**config.mk**
```make
export PLATFORM = sky130hd
export DESIGN_NAME = pipe_reg_skid
export DESIGN_NICKNAME = d
export VERILOG_FILES = /design/src/rtl/pipe_reg_skid_pkg.sv /design/src/rtl/pipe_reg_skid_sat_counter.sv /design/src/rtl/pipe_reg_skid.sv
export SDC_FILE = /design/constraint.sdc
export NUM_CORES = 1
export LEC_CHECK = 0
export BUFFER_PORTS_ARGS = -buffer_cell sky130_fd_sc_hd__clkbuf_2
export CAP_MARGIN = 25
export CORE_UTILIZATION = 48
export CTS_BUF_LIST = sky130_fd_sc_hd__clkbuf_8 sky130_fd_sc_hd__clkbuf_16
export DETAILED_ROUTE_END_ITERATION = 7
export GPL_TIMING_DRIVEN = 1
export PLACE_DENSITY = 0.82
export SYNTH_ARGS = -nofsm -noshare
export SYNTH_HDL_FRONTEND = slang
export SYNTH_HIERARCHICAL = 1
export SYNTH_SLANG_ARGS = --single-unit
```
**constraint.sdc**
```tcl
create_clock -name clk -period 2.1 [get_ports clk]
set_input_delay 0.105 -clock clk [delete_from_list [all_inputs] [get_ports clk]]
set_output_delay 0.105 -clock clk [all_outputs]
set_load 0.02 [all_outputs]
```
**src/rtl/pipe_reg_skid_pkg.sv**
```systemverilog
// pipe_reg_skid_pkg
//   Shared definitions for the inter-stage pipeline registers.
//   - PIPE_WIDTH_DEFAULT : default payload width used by every stage register.
//   - occ_e              : occupancy encoding reported on the occupancy port.
package pipe_reg_skid_pkg;

  localparam int unsigned PIPE_WIDTH_DEFAULT = 52;

  typedef enum logic [1:0] {
    OCC_EMPTY = 2'd0,
    OCC_HALF  = 2'd1,
    OCC_FULL  = 2'd2
  } occ_e;

endpackage

```
**src/rtl/pipe_reg_skid_sat_counter.sv**
```systemverilog
// sat_counter
//   Saturating up-counter that adds 0..2 per cycle and sticks at all-ones.
//   Ports:
//     clk   : rising-edge clock
//     rst_n : asynchronous active-low reset (count -> 0)
//     inc   : increment amount, 0..2
//     count : current count, CNT_W bits
module sat_counter #(
  parameter int unsigned CNT_W = 8
) (
  input  logic             clk,
  input  logic             rst_n,
  input  logic [1:0]       inc,
  output logic [CNT_W-1:0] count
);

  logic [CNT_W:0] sum;
  logic [CNT_W:0] max_val;

  always_comb begin
    max_val = {1'b0, {CNT_W{1'b1}}};
    sum     = {1'b0, count} + (CNT_W+1)'(inc);
  end

  always_ff @(posedge clk or negedge rst_n) begin
    if (!rst_n) begin
      count <= '0;
    end else if (sum > max_val) begin
      count <= '1;
    end else begin
      count <= sum[CNT_W-1:0];
    end
  end

endmodule

```
**src/rtl/pipe_reg_skid.sv**
```systemverilog
// pipe_reg_skid
//   Inter-stage pipeline register with valid/ready handshake and a 2-entry
//   skid buffer (main register drives the outputs, skid register absorbs one
//   extra payload while downstream stalls). Synchronous flush discards all
//   held entries and counts the discarded valid ones in a saturating counter.
//   Optional build macro PIPE_REG_BUBBLE_ZERO_EN: when defined, out_data is
//   forced to zero whenever out_valid is low.
//   Ports:
//     clk, rst_n          : clock, asynchronous active-low reset
//     in_valid/in_ready   : upstream handshake, in_data payload
//     out_valid/out_ready : downstream handshake, out_data payload
//     flush               : synchronous discard of held entries
//     occupancy           : entries held (0..2), registered state
//     drop_cnt            : saturating count of valid entries lost to flush
module pipe_reg_skid
  import pipe_reg_skid_pkg::*;
#(
  parameter int unsigned WIDTH = PIPE_WIDTH_DEFAULT,
  parameter int unsigned CNT_W = 8
) (
  input  logic             clk,
  input  logic             rst_n,
  input  logic             in_valid,
  output logic             in_ready,
  input  logic [WIDTH-1:0] in_data,
  output logic             out_valid,
  input  logic             out_ready,
  output logic [WIDTH-1:0] out_data,
  input  logic             flush,
  output logic [1:0]       occupancy,
  output logic [CNT_W-1:0] drop_cnt
);

  logic             main_valid;
  logic             skid_valid;
  logic [WIDTH-1:0] main_data;
  logic [WIDTH-1:0] skid_data;
  logic             accept;
  logic             emit;
  logic [1:0]       drop_inc;
  occ_e             occ;

  // in_ready derives only from the skid flop plus flush, so a downstream
  // stall never reaches upstream through a combinational path.
  assign in_ready = !skid_valid && !flush;
  assign accept   = in_valid && in_ready;
  assign emit     = main_valid && out_ready;

  always_ff @(posedge clk or negedge rst_n) begin
    if (!rst_n) begin
      main_valid <= 1'b0;
      skid_valid <= 1'b0;
      main_data  <= '0;
      skid_data  <= '0;
    end else if (flush) begin
      main_valid <= 1'b0;
      skid_valid <= 1'b0;
    end else if (!main_valid) begin
      if (accept) begin
        main_valid <= 1'b1;
        main_data  <= in_data;
      end
    end else if (!skid_valid) begin
      if (accept && emit) begin
        main_data <= in_data;
      end else if (accept) begin
        skid_valid <= 1'b1;
        skid_data  <= in_data;
      end else if (emit) begin
        main_valid <= 1'b0;
      end
    end else if (emit) begin
      main_data  <= skid_data;
      skid_valid <= 1'b0;
    end
  end

  // Entries discarded by flush: main only if it is not leaving this cycle.
  always_comb begin
    drop_inc = 2'd0;
    if (flush) begin
      drop_inc = {1'b0, main_valid && !emit} + {1'b0, skid_valid};
    end
  end

  sat_counter #(
    .CNT_W(CNT_W)
  ) u_drop_cnt (
    .clk  (clk),
    .rst_n(rst_n),
    .inc  (drop_inc),
    .count(drop_cnt)
  );

  always_comb begin
    occ = OCC_EMPTY;
    if (skid_valid) begin
      occ = OCC_FULL;
    end else if (main_valid) begin
      occ = OCC_HALF;
    end
  end

  assign occupancy = occ;
  assign out_valid = main_valid;

`ifdef PIPE_REG_BUBBLE_ZERO_EN
  assign out_data = main_valid ? main_data : '0;
`else
  assign out_data = main_data;
`endif

endmodule

```
==> results.py, run 1 <==
metrics = {
    "status": {
        "status": "finished clean",
    },
    "grt": {
        "grt_max_degree": 53,
        "antenna_found_initial": 0,
        "grt_pass1_wl_um": 17970,
        "grt_pass1_vias": 3646,
        "grt_util_met2_pct": 36.28,
        "grt_overflow": 0,
        "met3_usage_pct": 4.762,
        "use_met1_pct": 25.70,
        "grt-busiest-layer": "met2",
        "grt_util_all_layers_pct": 20.94,
    },
    "placed_design": {
        "io_buffers": 120,
        "dp_hpwl_um": 6514,
        "gp_congestion": 0.7905,
    },
    "synth": {
        "syn_inst": 333,
        "syn-num-nets": 394,
        "synthDistinctLibCells": 31,
        "synth_top_area_cell": "dfrtp_1",
        "seq_area_frac_synth_pct": 56.58,
        "syn_area_um2": 5042,
        "syn_area_per_cell_um2": 15.14,
        "synthTopCellsByArea": "dfrtp_1, mux2_2, mux2_1",
        "ys.warnings.count": 6,
        "ys_seq_elements": 114,
        "synth.top_cell.area_share_pct": 56.58,
    },
    "floorplan": {
        "die_area_um2": 10920,
        "initial_core_util_pct": 49.28,
        "fp.dieW_um": 104.5,
        "io_pins": 121,
        "rows": 37,
        "fp.dieH_um": 104.5,
        "core-area_um2": 10230,
    },
    "critical_path": {
        "arrival_ns": 2.39,
        "cp.required_ns": 2.47,
        "path_cells": "nor2b_4, ha_1, and2_1, ha_2, fa_2, and4_4, nand4_1, nand3_1",
        "crit_path_start_kind": "flip-flop",
        "critPathCaptureType": "flip-flop",
        "worstSetupPathType": "reg -> reg",
        "slowest_delay_ns": 0.40,
        "rrSetupSlack_ns": 0.08,
        "critPathSlowestCell": "dfrtp_2",
        "crit_fanout": 4,
    },
    "sta": {
        "fmax_mhz": 494.3,
        "hold_ws_ns": 0.1823,
        "finalHoldViolCount": 0,
        "rsz0062_at_grt": "yes",
        "drv_slew": 0,
        "setup_violations": 0,
        "min_period_ns": 2.023,
        "finalCritPeriodShare_pct": 96.33,
        "fin_skew_ns": 0.006624,
        "tns_ns": 0,
        "max_slew_margin_pct": 59.34,
        "tightest_slew_ns": 0.6099,
    },
    "drt": {
        "drt-total-wl_um": 10750,
        "firstDrtPassIters": 4,
        "ant_nets": 0,
        "vias": 3405,
        "drc": 0,
        "wl_per_cell_um": 16.04,
        "vias_per_cell": 5.082,
        "drt_iter0_drc": 166,
    },
    "cts": {
        "clk_latency_ns": 0.50,
        "tritoncts": "done",
        "numCtsBuffers": 17,
        "cts.sinks": 114,
        "root_buffer": "clkbuf_8",
        "h-tree-depth": 4,
        "clk_pin_slew_worst_paths_ns": 0.06,
        "cts_buffer_depth": 2,
    },
    "run": {
        "drv_cap": 0,
    },
    "finish": {
        "final_layout_size_suffix_gt1_share_pct": 58.61,
        "final_common_cell": "mux2_2",
        "syn2layout_area_growth_pct": 38.83,
        "final_nets": 582,
        "final_cell_mix": "mux2_2, clkbuf_2, dfrtp_1, dlygate4sd3_1, clkbuf_16",
        "n_antenna_cell": 0,
        "final_util_pct": 68.42,
    },
    "power": {
        "p_int_w": 0.005338,
        "p_comb_share_pct": 20.9,
        "swShare_pct": 28.63,
        "p_switching_w": 0.002141,
        "seq_power_share_pct": 41.0,
        "ir_drop_uv": 592.8,
        "p_per_area_nw_per_um2": 1068,
        "clkPwrFrac_pct": 38.1,
        "power_leakage_nw": 3.223,
    },
    "min_path": {
        "worstHoldPathType": "in -> async",
    },
}
==> logic make-up after synthesis <==
logic type / synth area share [%]
AO/OA/AOI/OAI: 1.811
AND/OR/NAND/NOR: 2.928
multiplexers: 35.04
adder cells (fa/ha/maj): 1.142
flip-flops: 56.58
buffers and inverters: 2.506
==> metrics by stage <==
step	total power, W	instance area [µm²]	setup slack, ns	std cells
6_report	0.007480	7000	0.07706	670
3_3_place_gp	0.004464	5826	0.08577	580
3_5_place_dp	0.004564	5826	0.03180	580
4_1_cts	0.007548	6993	0.01903	669
5_1_grt	0.007845	7000	-0.007750	670
2_1_floorplan	0.003987	5056	0.01579	333
==> power by group through the flow <==
stage	Combinational, W	Sequential [W]	Clock [W]
2_1_floorplan	0.000635	0.00335	0
3_3_place_gp	0.00142	0.00304	0
3_5_place_dp	0.00147	0.00309	0
4_1_cts	0.00157	0.00306	0.00292
5_1_grt	0.00168	0.00314	0.00302
6_report	0.00156	0.00307	0.00285
==> state kept, by name, summed over array words and instances, names as in the netlist <==
| name | cells |
|---|---|
| out_data | 52 |
| skid_data | 52 |
| u_drop_cnt/count | 8 |
| out_valid | 1 |
| skid_valid | 1 |
==> area by class of cell <==
type                       instances  area (µm²)
fill                             695        3231
sequential                       114        2854
multi-input combinational        199        2077
timing repair buffer             186        1291
clock buffer                      17       414.1
clock inverter                    15       182.7
tap                              136       170.2
inverter                           3       11.26
==> final timing paths <==
kind / startpoint / endpoint / cells after the start
max reg2reg: out_valid / u_drop_cnt/count[3] / 8
min: rst_n / out_valid / 2
min reg2reg: out_data[20] / out_data[20] / 1
max: out_valid / u_drop_cnt/count[3] / 8
max in group asynchronous: rst_n / out_data[14] / 3
min in group clk: in_data[42] / skid_data[42] / 3
==> cell usage after synthesis <==
library cell	number
fa_1	1
nand2_1	2
and4_1	1
o21ai_0	3
nor3_1	1
nand2b_1	3
mux2_1	13
nand3_1	5
a211oi_4	1
buf_2	8
dfrtp_1	114
o211ai_1	1
and3_2	1
nand4_1	1
nand2_2	1
a211oi_1	1
a31oi_1	1
nor2b_1	3
clkbuf_1	3
nor2_1	2
and4_4	1
mux2_2	143
a21oi_1	4
or3_1	2
buf_4	1
and2_1	2
ha_1	3
o21a_1	2
inv_1	3
buf_6	5
mux2i_1	1
==> critical path, delay by kind of cell (launching register included) <==
family	cells	cell delay [ns]
simple gates	5	0.70
flops	1	0.40
fa+ha+maj	3	0.80
==> per-layer routing <==
layer	up-vias	wire length, µm
li1	1580	-
met1	1714	4688
met2	96	5476
met3	15	436
met4	0	148
met5	-	0
==> what timing repair did <==
item	4_1_cts	5_1_grt
setup endpoints to repair	0	4
gates resized for setup	0	0
hold endpoints to repair	149	0
buffers inserted	0	1
hold buffers	57	0
Note: power is estimated with default switching activity, not from simulation.
==> run 2, diff against run 1 <==
ABC_AREA = 1   (was unset)
CORE_UTILIZATION = 49   (was 48)
==> run 2 against run 1 <==
Final cell count is 51% higher. Sequential share of layout area shrank 1.1 points. Routed wire length up 30%. Critical endpoint unchanged. Non-clock buffer count increased by 7. Fmax up 2.6%. Critical path depth rose by 3.
==> results.py, run 2 <==
metrics = {
    "synth": {
        "synth.top_cell.area_share_pct": 53.79,
        "syn_area_um2": 5304,
        "synth_top_cells_by_count": "nand2_1, dfrtp_1, nand3_1, buf_2, inv_1",
        "synthDistinctLibCells": 23,
        "syn_inst": 695,
        "ys.warnings.count": 6,
        "syn_area_per_cell_um2": 7.631,
        "synth_top_area_cell": "dfrtp_1",
        "ys_seq_elements": 114,
        "seq_area_frac_synth_pct": 53.79,
        "synth_top_flop_cell": "dfrtp_1",
        "synth_edf_count": 0,
        "yosysMostFrequentCell": "nand2_1",
        "async_flop_share_pct": 100.0,
        "syn-num-nets": 756,
        "synthTopCellsByArea": "dfrtp_1, nand2_1, nand3_1",
    },
    "power": {
        "ir_drop_uv": 534.4,
        "clkPwrFrac_pct": 39.0,
        "p_comb_share_pct": 19.2,
        "seq_power_share_pct": 41.8,
        "p_switching_w": 0.002172,
        "swShare_pct": 30.98,
        "power_leakage_nw": 4.093,
        "p_int_w": 0.004838,
        "p_per_area_nw_per_um2": 975.0,
    },
    "finish": {
        "final_common_cell": "nand2_1",
        "final_nets": 925,
        "final_cell_mix": "nand2_1, clkbuf_2, dfrtp_1, nand3_1, dlygate4sd3_1",
        "fillers": 831,
        "syn2layout_area_growth_pct": 35.55,
        "n_antenna_cell": 0,
        "final_layout_size_suffix_gt1_share_pct": 21.32,
        "final_util_pct": 69.02,
    },
    "cts": {
        "h-tree-depth": 4,
        "tritoncts": "done",
        "clk_latency_ns": 0.50,
        "numCtsBuffers": 17,
        "cts_buffer_depth": 2,
        "root_buffer": "clkbuf_8",
        "cts.sinks": 114,
        "cts_resized": 0,
        "clk_pin_slew_worst_paths_ns": 0.06,
    },
    "critical_path": {
        "r2r-end": "u_drop_cnt/count[3]",
        "r2r_start": "out_valid",
        "slowest_delay_ns": 0.43,
        "r2r.worst_path.cells": 11,
        "path_cells": "nand2_2, inv_4, ha_1, nand2_1, inv_1, ha_2, fa_2, nand2_4, nor2_4, nand3_4, nand3_1",
        "critPathSlowestCell": "dfrtp_2",
        "crit_fanout": 7,
        "cp.required_ns": 2.47,
        "worstSetupPathType": "reg -> reg",
        "rrSetupSlack_ns": 0.13,
        "arrival_ns": 2.35,
        "critPathCaptureType": "flip-flop",
        "crit_path_start_kind": "flip-flop",
    },
    "drt": {
        "drt-total-wl_um": 13970,
        "firstDrtPassIters": 5,
        "ant_nets": 0,
        "vias_per_cell": 5.117,
        "drt_iter0_drc": 334,
        "drc": 0,
        "vias": 5184,
        "wl_per_cell_um": 13.79,
    },
    "min_path": {
        "worstHoldPathType": "in -> async",
    },
    "placed_design": {
        "io_buffers": 120,
        "dp_hpwl_um": 8107,
        "gp_congestion": 0.7889,
    },
    "floorplan": {
        "rows": 37,
        "initial_core_util_pct": 50.92,
        "core-area_um2": 10420,
        "fp.dieW_um": 106.0,
        "die_area_um2": 11240,
        "io_pins": 121,
        "fp.dieH_um": 106.0,
    },
    "sta": {
        "fin_skew_ns": 0.008120,
        "finalCritPeriodShare_pct": 93.92,
        "setup_violations": 0,
        "fmax_mhz": 507.0,
        "tightest_slew_ns": 0.5962,
        "rsz0062_at_grt": "no",
        "drv_slew": 0,
        "max_slew_margin_pct": 60.25,
        "finalHoldViolCount": 0,
        "min_period_ns": 1.972,
        "tns_ns": 0,
    },
    "grt": {
        "grt_overflow": 0,
        "antenna_found_initial": 0,
        "grt_max_degree": 59,
        "grt_pass1_wl_um": 23810,
        "grt_util_all_layers_pct": 26.51,
        "grt_pass1_vias": 5067,
    },
    "run": {
        "drv_cap": 0,
    },
    "status": {
        "status": "finished clean",
    },
}
==> run 2: cell families after synthesis <==
family | synth area share [%]
DFF | 53.79
and+or+nand+nor | 39.49
buffers and inverters | 4.789
adders and majority gates | 1.085
AOI/OAI and AO/OA | 0.8494
==> run 2: worst max path at each step <==
stage	startpoint	endpoint	slack, ns	depth (start not counted)
2_1_floorplan	out_valid	u_drop_cnt/count[6]	0.0002	14
3_3_place_gp	out_valid	u_drop_cnt/count[6]	0.17	13
3_5_place_dp	out_valid	u_drop_cnt/count[3]	0.11	11
4_1_cts	out_valid	u_drop_cnt/count[3]	0.10	11
5_1_grt	out_valid	u_drop_cnt/count[3]	0.02	11
6_report	out_valid	u_drop_cnt/count[3]	0.13	11
==> run 2: critical path: cells and delay by family (launching register included) <==
| family | cells | cell delay, ns |
|---|---|---|
| adders and majority gates | 3 | 0.84 |
| DFF | 1 | 0.43 |
| buffers and inverters | 2 | 0.07 |
| and+or+nand+nor | 6 | 0.49 |
==> run 2: cell type report <==
type / count / area [µm²] / area share, %
multi-input cells: 522 / 2227 / 30.98
repair buffers: 193 / 1301 / 18.10
inverters: 16 / 62.56 / 0.8702
clock buffers: 17 / 414.1 / 5.761
flip-flops and latches: 114 / 2854 / 39.70
well taps: 136 / 170.2 / 2.367
clock inverters: 15 / 160.2 / 2.228
==> run 2: repair_timing <==
item	CTS	global route
hold endpoints to repair	145	0
endpoints found under the setup margin	0	3
buffers inserted	0	1
hold buffers	55	0
==> run 2: through the flow <==
| stage | hold WS [ns] | setup WS (ns) | instance area, µm² | total power [W] | instances |
|---|---|---|---|---|---|
| 2_1_floorplan | -0.1906 | 0.0001714 | 5328 | 0.003689 | 695 |
| 3_3_place_gp | 0.1229 | 0.1677 | 6057 | 0.004151 | 925 |
| 3_5_place_dp | 0.1293 | 0.1075 | 6057 | 0.004199 | 925 |
| 4_1_cts | 0.1285 | 0.1014 | 7182 | 0.007036 | 1012 |
| 5_1_grt | 0.1728 | 0.01644 | 7189 | 0.007362 | 1013 |
| 6_report | 0.1289 | 0.1276 | 7189 | 0.007010 | 1013 |
==> run 2: power by group through the flow <==
stage	Sequential (W)	Clock [W]	Combinational [W]
finish	0.00293	0.00273	0.00135
global route	0.00298	0.00289	0.00150
CTS	0.00292	0.00278	0.00134
detailed placement	0.00295	0	0.00125
global placement	0.00294	0	0.00121
floorplan	0.00319	0	0.000495
==> run 2: per-layer routing <==
layer  vias up  routed length, µm  track usage [%]
li1       2518                  -                -
met1      2409               6022            35.05
met2       220               6783            42.67
met3        37                808            5.028
met4         0                352            11.61
met5         -                  0                0
